File: src/rtl/rsa_pkg.sv
`default_nettype none
// ============================================================================
// Module      : rsa_pkg
// Description : Shared opcode, state and phase encodings for the RSA
//               exponentiation sequencer and its Montgomery operation timer.
// Revision    : 1.0 - initial release
// ============================================================================
package rsa_pkg;

    typedef enum logic [2:0] {
        OP_IDLE     = 3'd0,
        OP_TOMONT   = 3'd1,
        OP_INIT     = 3'd2,
        OP_SQR      = 3'd3,
        OP_MUL      = 3'd4,
        OP_FROMMONT = 3'd5
    } op_t;

    typedef enum logic [2:0] {
        ST_IDLE     = 3'd0,
        ST_TOMONT   = 3'd1,
        ST_INIT     = 3'd2,
        ST_SQR      = 3'd3,
        ST_MUL      = 3'd4,
        ST_FROMMONT = 3'd5,
        ST_DONE     = 3'd6
    } top_state_t;

    typedef enum logic [2:0] {
        PH_IDLE  = 3'd0,
        PH_CLR   = 3'd1,
        PH_LOAD  = 3'd2,
        PH_RUN   = 3'd3,
        PH_STORE = 3'd4,
        PH_WB    = 3'd5
    } mmm_phase_t;

    // Clear, load, WIDTH iterations, store, write-back.
    function automatic int cycles_per_op(input int width);
        return width + 4;
    endfunction

endpackage
`default_nettype wire

File: src/rtl/mmm_op_timer.sv
`default_nettype none
// ============================================================================
// Module      : mmm_op_timer
// Description : Per-operation Montgomery multiplier pin sequencer
//               (CLR, LOAD, RUN x WIDTH, STORE, WB) with write-back pulses.
// Revision    : 1.0 - initial release
// ============================================================================
module mmm_op_timer
    import rsa_pkg::*;
#(
    parameter int WIDTH = 4
) (
    input  logic clk,
    input  logic rstb,
    input  logic abort,
    input  logic go,
    input  logic wr_x_en,
    input  logic wr_bm_en,
    output logic mmm_en,
    output logic mmm_rst,
    output logic mmm_ld_a,
    output logic mmm_ld_r,
    output logic mmm_lock,
    output logic wb_x,
    output logic wb_bm,
    output logic op_done
);

    localparam int            C_CW      = (WIDTH > 1) ? $clog2(WIDTH) : 1;
    localparam logic [C_CW-1:0] C_CNT_TOP = C_CW'(WIDTH - 1);

    mmm_phase_t      r_phase;
    logic [C_CW-1:0] r_cnt;

    always_ff @(posedge clk or negedge rstb) begin
        if (!rstb) begin
            r_phase  <= PH_IDLE;
            r_cnt    <= '0;
            mmm_en   <= 1'b0;
            mmm_rst  <= 1'b1;
            mmm_ld_a <= 1'b0;
            mmm_ld_r <= 1'b0;
            mmm_lock <= 1'b1;
            wb_x     <= 1'b0;
            wb_bm    <= 1'b0;
            op_done  <= 1'b0;
        end else begin
            // Idle pin levels unless the next phase overrides them.
            mmm_en   <= 1'b0;
            mmm_rst  <= 1'b1;
            mmm_ld_a <= 1'b0;
            mmm_ld_r <= 1'b0;
            mmm_lock <= 1'b1;
            wb_x     <= 1'b0;
            wb_bm    <= 1'b0;
            op_done  <= 1'b0;
            if (abort) begin
                r_phase <= PH_IDLE;
                r_cnt   <= '0;
            end else begin
                case (r_phase)
                    PH_IDLE, PH_WB: begin
                        if (go) begin
                            r_phase <= PH_CLR;
                            mmm_rst <= 1'b0;
                        end else begin
                            r_phase <= PH_IDLE;
                        end
                    end
                    PH_CLR: begin
                        r_phase  <= PH_LOAD;
                        mmm_ld_a <= 1'b1;
                        mmm_en   <= 1'b1;
                        mmm_lock <= 1'b0;
                    end
                    PH_LOAD: begin
                        r_phase  <= PH_RUN;
                        r_cnt    <= C_CNT_TOP;
                        mmm_en   <= 1'b1;
                        mmm_lock <= 1'b0;
                    end
                    PH_RUN: begin
                        mmm_en   <= 1'b1;
                        mmm_lock <= 1'b0;
                        if (r_cnt == '0) begin
                            r_phase  <= PH_STORE;
                            mmm_ld_r <= 1'b1;
                        end else begin
                            r_cnt <= r_cnt - 1'b1;
                        end
                    end
                    PH_STORE: begin
                        r_phase <= PH_WB;
                        wb_x    <= wr_x_en;
                        wb_bm   <= wr_bm_en;
                        op_done <= 1'b1;
                    end
                    default: r_phase <= PH_IDLE;
                endcase
            end
        end
    end

endmodule
`default_nettype wire

File: src/rtl/modexp_sequencer.sv
`default_nettype none
// ============================================================================
// Module      : modexp_sequencer
// Description : Left-to-right constant-time square-and-multiply sequencer
//               driving the Montgomery multiplier and operand steering.
// Revision    : 1.0 - initial release
// ============================================================================
module modexp_sequencer
    import rsa_pkg::*;
#(
    parameter int WIDTH     = 4,
    parameter int EXP_WIDTH = 4
) (
    input  logic                 clk,
    input  logic                 rstb,
    input  logic                 start,
    input  logic                 abort,
    input  logic [EXP_WIDTH-1:0] exp,
    output logic                 busy,
    output logic                 done,
    output logic [2:0]           op,
    output logic                 wr_x,
    output logic                 wr_bm,
    output logic                 mmm_en,
    output logic                 mmm_rst,
    output logic                 mmm_ld_a,
    output logic                 mmm_ld_r,
    output logic                 mmm_lock
);

    localparam int            C_BW       = (EXP_WIDTH > 1) ? $clog2(EXP_WIDTH) : 1;
    localparam logic [C_BW-1:0] C_BIT_LAST = C_BW'(EXP_WIDTH - 1);

    top_state_t           r_state;
    op_t                  r_op;
    logic                 r_busy;
    logic                 r_done;
    logic [EXP_WIDTH-1:0] r_exp;
    logic [C_BW-1:0]      r_bit;

    logic w_op_done;
    logic w_go;
    logic w_wr_x_en;
    logic w_wr_bm_en;

    // Next operation's CLR must coincide with the edge that ends the current WB.
    assign w_go = !abort && (((r_state == ST_IDLE) && start) ||
                             (w_op_done && (r_state != ST_FROMMONT)));

    // A zero exponent bit still runs MUL but drops its write-back.
    assign w_wr_x_en  = (r_op == OP_INIT) || (r_op == OP_SQR) || (r_op == OP_FROMMONT) ||
                        ((r_op == OP_MUL) && r_exp[EXP_WIDTH-1]);
    assign w_wr_bm_en = (r_op == OP_TOMONT);

    always_ff @(posedge clk or negedge rstb) begin
        if (!rstb) begin
            r_state <= ST_IDLE;
            r_op    <= OP_IDLE;
            r_busy  <= 1'b0;
            r_done  <= 1'b0;
            r_exp   <= '0;
            r_bit   <= '0;
        end else if (abort && (r_state != ST_IDLE)) begin
            r_state <= ST_IDLE;
            r_op    <= OP_IDLE;
            r_busy  <= 1'b0;
            r_done  <= 1'b0;
            r_exp   <= '0;
            r_bit   <= '0;
        end else begin
            case (r_state)
                ST_IDLE: begin
                    if (start && !abort) begin
                        r_state <= ST_TOMONT;
                        r_op    <= OP_TOMONT;
                        r_busy  <= 1'b1;
                        r_exp   <= exp;
                        r_bit   <= '0;
                    end
                end
                ST_TOMONT: if (w_op_done) begin
                    r_state <= ST_INIT;
                    r_op    <= OP_INIT;
                end
                ST_INIT: if (w_op_done) begin
                    r_state <= ST_SQR;
                    r_op    <= OP_SQR;
                end
                ST_SQR: if (w_op_done) begin
                    r_state <= ST_MUL;
                    r_op    <= OP_MUL;
                end
                ST_MUL: if (w_op_done) begin
                    r_exp <= r_exp << 1;
                    if (r_bit == C_BIT_LAST) begin
                        r_state <= ST_FROMMONT;
                        r_op    <= OP_FROMMONT;
                    end else begin
                        r_bit   <= r_bit + 1'b1;
                        r_state <= ST_SQR;
                        r_op    <= OP_SQR;
                    end
                end
                ST_FROMMONT: if (w_op_done) begin
                    r_state <= ST_DONE;
                    r_op    <= OP_IDLE;
                    r_done  <= 1'b1;
                end
                default: begin
                    r_state <= ST_IDLE;
                    r_op    <= OP_IDLE;
                    r_busy  <= 1'b0;
                    r_done  <= 1'b0;
                end
            endcase
        end
    end

    mmm_op_timer #(
        .WIDTH(WIDTH)
    ) u_timer (
        .clk      (clk),
        .rstb     (rstb),
        .abort    (abort),
        .go       (w_go),
        .wr_x_en  (w_wr_x_en),
        .wr_bm_en (w_wr_bm_en),
        .mmm_en   (mmm_en),
        .mmm_rst  (mmm_rst),
        .mmm_ld_a (mmm_ld_a),
        .mmm_ld_r (mmm_ld_r),
        .mmm_lock (mmm_lock),
        .wb_x     (wr_x),
        .wb_bm    (wr_bm),
        .op_done  (w_op_done)
    );

    assign busy = r_busy;
    assign done = r_done;
    assign op   = r_op;

endmodule
`default_nettype wire

File: config.mk
export PLATFORM = sky130hd
export DESIGN_NAME = modexp_sequencer
export DESIGN_NICKNAME = d
export VERILOG_FILES = /design/src/rtl/rsa_pkg.sv /design/src/rtl/mmm_op_timer.sv /design/src/rtl/modexp_sequencer.sv
export SDC_FILE = /design/constraint.sdc
export NUM_CORES = 1
export LEC_CHECK = 0
export CAP_MARGIN = 5
export CORE_MARGIN = 4
export CORE_UTILIZATION = 53
export DETAILED_ROUTE_END_ITERATION = 6
export GPL_ROUTABILITY_DRIVEN = 0
export PLACE_DENSITY_LB_ADDON = 0.05
export SLEW_MARGIN = 15
export SYNTH_ARGS = -nofsm -noshare
export SYNTH_HDL_FRONTEND = slang
export SYNTH_SLANG_ARGS = --single-unit
File: constraint.sdc
create_clock -name clk -period 2.03 [get_ports clk]
set_input_delay 0.5075 -clock clk [delete_from_list [all_inputs] [get_ports clk]]
set_output_delay 0.5075 -clock clk [all_outputs]
set_load 0.1 [all_outputs]
==> summary by stage <==
Layout
For this run, the post-layout net count is 181. From synthesis to final layout, the design area changed by 26.2%. The fraction of final layout cells with drive strength greater than 1 is 0.229. After filler insertion, the fill cell instance count of the layout stands at 174. After routing the design area is 1780 µm².

The number of non-filler instances in the completed layout is 200. The number of antenna diodes is 0.

Placed design
Including well taps, the total number of placed cells is 196. The number of I/O port buffers is 19. The detailed placement HPWL is 2050 µm. Summing all placed instances gives a cell area of 1750 µm².

Clock network
CTS saw 27 sinks. Gates resized during post-CTS repair numbered 0. The TritonCTS buffer count is 3. In this run the post-CTS setup repair buffer count came out at 0. The longest clock path from root to sink contains 2 buffers. Clock-pin slew was measured on the worst setup and hold paths at 150 ps.

The tree is rooted in a sky130_fd_sc_hd__clkbuf_4. The number of hold buffers added after CTS was 0. The clock latency at the later pin of the worst-skew pair is 330 ps. The TritonCTS clock tree is done. CTS built an H-tree with a depth of 1.

Yosys
The total of flip-flops plus latches after synthesis is 27. By count the netlist is led by sky130_fd_sc_hd__dfrtp_1, sky130_fd_sc_hd__nor2_1, sky130_fd_sc_hd__inv_1, sky130_fd_sc_hd__o21ai_0. The number of cells produced by synthesis is 142. The most used flip-flop cell after synthesis is sky130_fd_sc_hd__dfrtp_1. The area fraction in and, or, nand and nor cells after synthesis is 0.212. The cell area after synthesis is 1410 µm².

A synthesized cell averages 9.93 µm². Counting flops with a built-in enable in the synthesized netlist gives 0. The share of the synthesized area in compound gates (AO/OA/AOI/OAI) came to 0.169. The share of the synthesized netlist area taken by xor and xnor gates is 0. The share of flip-flops with an asynchronous set or reset after synthesis is 1.00. The share of the Yosys chip area taken by registers is 0.481. In this run, distinct cell masters in the synthesized netlist total 42. The number of nets in the synthesized netlist is 152. Sorting the synthesized cells by area gives the leading types as sky130_fd_sc_hd__dfrtp_1, sky130_fd_sc_hd__dfstp_2, sky130_fd_sc_hd__mux2i_1, sky130_fd_sc_hd__o21ai_0, sky130_fd_sc_hd__nor2_1. The proportion of netlist area held by the largest area contributor is 0.444. Of the post-synthesis cell area, the part taken by muxes is 0.0674.

Yosys printed 0 warnings. The cell accounting for the most synthesized area is sky130_fd_sc_hd__dfrtp_1. The post-synthesis share of cell area spent on full adders, half adders and majority gates is 0.0177. Among all cell types in the netlist, the one instantiated most often is sky130_fd_sc_hd__dfrtp_1. After synthesis, the largest family of logic cells by area is simple AND/OR/NAND/NOR gates.

Timing
In the finished design, the share of the clock period the worst path needs comes to 0.874. Headroom to the max-slew limit came out at 0.567. The post-route minimum period is 1780 ps. Setup repair after global routing left no endpoint under its margin.

Setup violations remaining at the end of the flow were counted as 0. At the pin with the least slew margin, the transition time is 649 ps. The count of endpoints failing hold in the final timing report is 0. Across the routed clock network, the largest skew measured is 1.96 ps. For the final routed database, the setup TNS stands at 0 ps. The number of max-slew violations in the final report is 0. Static timing analysis puts the maximum clock frequency at 0.563 GHz.

Power
For this design the ratio of total power to cell area is 1150 nW/µm². The sequential group share of total power is 0.405. Cell internal power was estimated by the tool at 1130 µW. Of the total power, the share spent switching nets is 0.450.

The static leakage is 0.000791 µW. Summed over all nets, the switching power comes to 925 µW. The share of total power dissipated in the clock network is 0.118.

The maximum resistive drop on vdd is 0.00125 V. Of the total power, combinational logic draws 0.477.

Worst setup path
The arrival time reported for the critical path endpoint is 2010 ps. The worst-case register-to-register setup slack is 270 ps. The classification of the worst setup path is in2reg. The endpoint identified for the worst register-to-register timing path is r_exp[2]. For the worst setup path, the data required time is 2260 ps.

The worst setup path is captured at a register. The kind of launch point of the worst setup path is an input port. The depth of the most critical reg-to-reg path is 4. The worst reg2reg path startpoint is r_state[0]. Of all nets on the critical path, the largest fanout is 6.

Route
Once detail routing completed, the nets flagged for antenna violations numbered 0. The via count normalized by instance count is 5.68. In the final routed layout, each cell accounts on average for 13.8 µm. The number of optimization iterations in the first detailed-route pass is 4.

The detailed-route wire length is 2770 µm. The number of vias in the routed layout is 1,136. The initial DRC count is 15. The post-route DRC violation count is 0.

Floorplan
The initialized floorplan defines 18 standard-cell rows. The x dimension of the die is 59.6 µm. The die area is 3550 µm². The area of the core is 2500 µm². For this design the top-level I/O count stands at 20. The initial cell density of the core is 0.564. The chip height is 59.6 µm.

GRT
Entering global routing, the biggest net connects 28 pins. For this run, the total global-route usage over all layers was measured as 0.175. The via count of the first global-routing pass is 1,143. For this run the aggregate overflow at the end of global routing stands at 0.

The number of antenna violations at the first check in global routing came to 0. The global-route wire length before repair is 4800 µm.

Min path
The class of the tightest hold or removal check is reg2reg. Along the worst hold path, the cell count comes to 1. The startpoint identified for the worst hold timing path is u_timer.r_cnt[0].

The path with the worst hold slack has its endpoint at u_timer.r_cnt[0].

Job
The number of max-capacitance violations reported is 0.

Run status
The flow ran to the end, and the final reports show no timing, DRC or antenna violations.
[worst max-delay path: stages]
cell	delay, ps
sky130_fd_sc_hd__clkdlybuf4s50_1	440
sky130_fd_sc_hd__buf_4	180
sky130_fd_sc_hd__nor3b_1	190
sky130_fd_sc_hd__o21ai_1	100
sky130_fd_sc_hd__o21ai_1	220
sky130_fd_sc_hd__mux2_2	380
[state kept, by name (all words and copies together) (netlist names), 2 cells and up]
name,cells
u_timer.r_cnt,2
u_timer.r_phase,3
r_bit,2
op,3
r_exp,4
r_state,3
[worst max-delay path by stage]
stage,cells past startpoint,startpoint,endpoint
after floorplan,5,abort,r_exp[1]
after global placement,6,abort,r_exp[1]
after detailed placement,6,abort,r_exp[2]
after CTS,6,abort,r_exp[1]
after global routing,4,r_state[0],r_exp[2]
final,6,abort,r_exp[2]
[cell usage in the layout, fill, tap and decap left out, types with 2 or more instances in the layout]
cell type and n:
sky130_fd_sc_hd__a211oi_1 2, sky130_fd_sc_hd__a21o_1 2, sky130_fd_sc_hd__a21oi_1 8, sky130_fd_sc_hd__buf_12 7, sky130_fd_sc_hd__buf_4 17, sky130_fd_sc_hd__clkbuf_4 3
sky130_fd_sc_hd__clkdlybuf4s50_1 7, sky130_fd_sc_hd__dfrtp_1 25, sky130_fd_sc_hd__dfstp_2 2, sky130_fd_sc_hd__ha_1 2, sky130_fd_sc_hd__inv_1 10, sky130_fd_sc_hd__mux2_2 4
sky130_fd_sc_hd__mux2i_1 5, sky130_fd_sc_hd__nand2_1 8, sky130_fd_sc_hd__nand2b_1 3, sky130_fd_sc_hd__nand3_1 4, sky130_fd_sc_hd__nor2_1 13, sky130_fd_sc_hd__nor2b_1 5
sky130_fd_sc_hd__nor3_1 4, sky130_fd_sc_hd__nor3b_1 3, sky130_fd_sc_hd__o21ai_0 10, sky130_fd_sc_hd__o21ai_1 3, sky130_fd_sc_hd__or4b_1 2
[power by group through the flow]
stage / clock network, µW / registers, µW / logic [µW]
final: 242 / 833 / 980
after global routing: 266 / 856 / 1050
after CTS: 249 / 830 / 988
after detailed placement: 0 / 841 / 986
after global placement: 0 / 833 / 965
after floorplan: 0 / 1120 / 373
[layer usage]
layer | wire length, µm | global-route usage
met5 | 0 | 0
met1 | 1250 | 0.222
met4 | 65 | 0.0759
met3 | 108 | 0.0261
met2 | 1350 | 0.293
[cell type report]
cell class | count | area [µm²] | area share
flip-flops and latches | 27 | 678 | 0.381
multi-input cells | 98 | 658 | 0.370
repair buffers | 31 | 338 | 0.190
inverters | 10 | 37.5 | 0.0211
well taps | 30 | 37.5 | 0.0211
clock buffers | 3 | 22.5 | 0.0127
clock inverters | 1 | 7.51 | 0.00422
[through the flow]
stage / hold slack, ps / power, µW / util / setup WS (ps)
2_1_floorplan: 212 / 1490 / - / 398
3_3_place_gp: 461 / 1800 / 0.700 / -102
3_5_place_dp: 482 / 1830 / 0.700 / -97.4
4_1_cts: 505 / 2070 / 0.712 / 253
5_1_grt: 535 / 2170 / 0.712 / 165
6_report: 507 / 2050 / 0.712 / 255
[logic make-up (layout without fill, tap and decap cells)]
family          after synthesis  in the layout
flops                        27             27
compound gates               36             36
mux                           9              9
buf+inv                      17             45
fa+ha+maj                     2              2
simple gates                 51             51
Power figures use the tool's default switching activity.
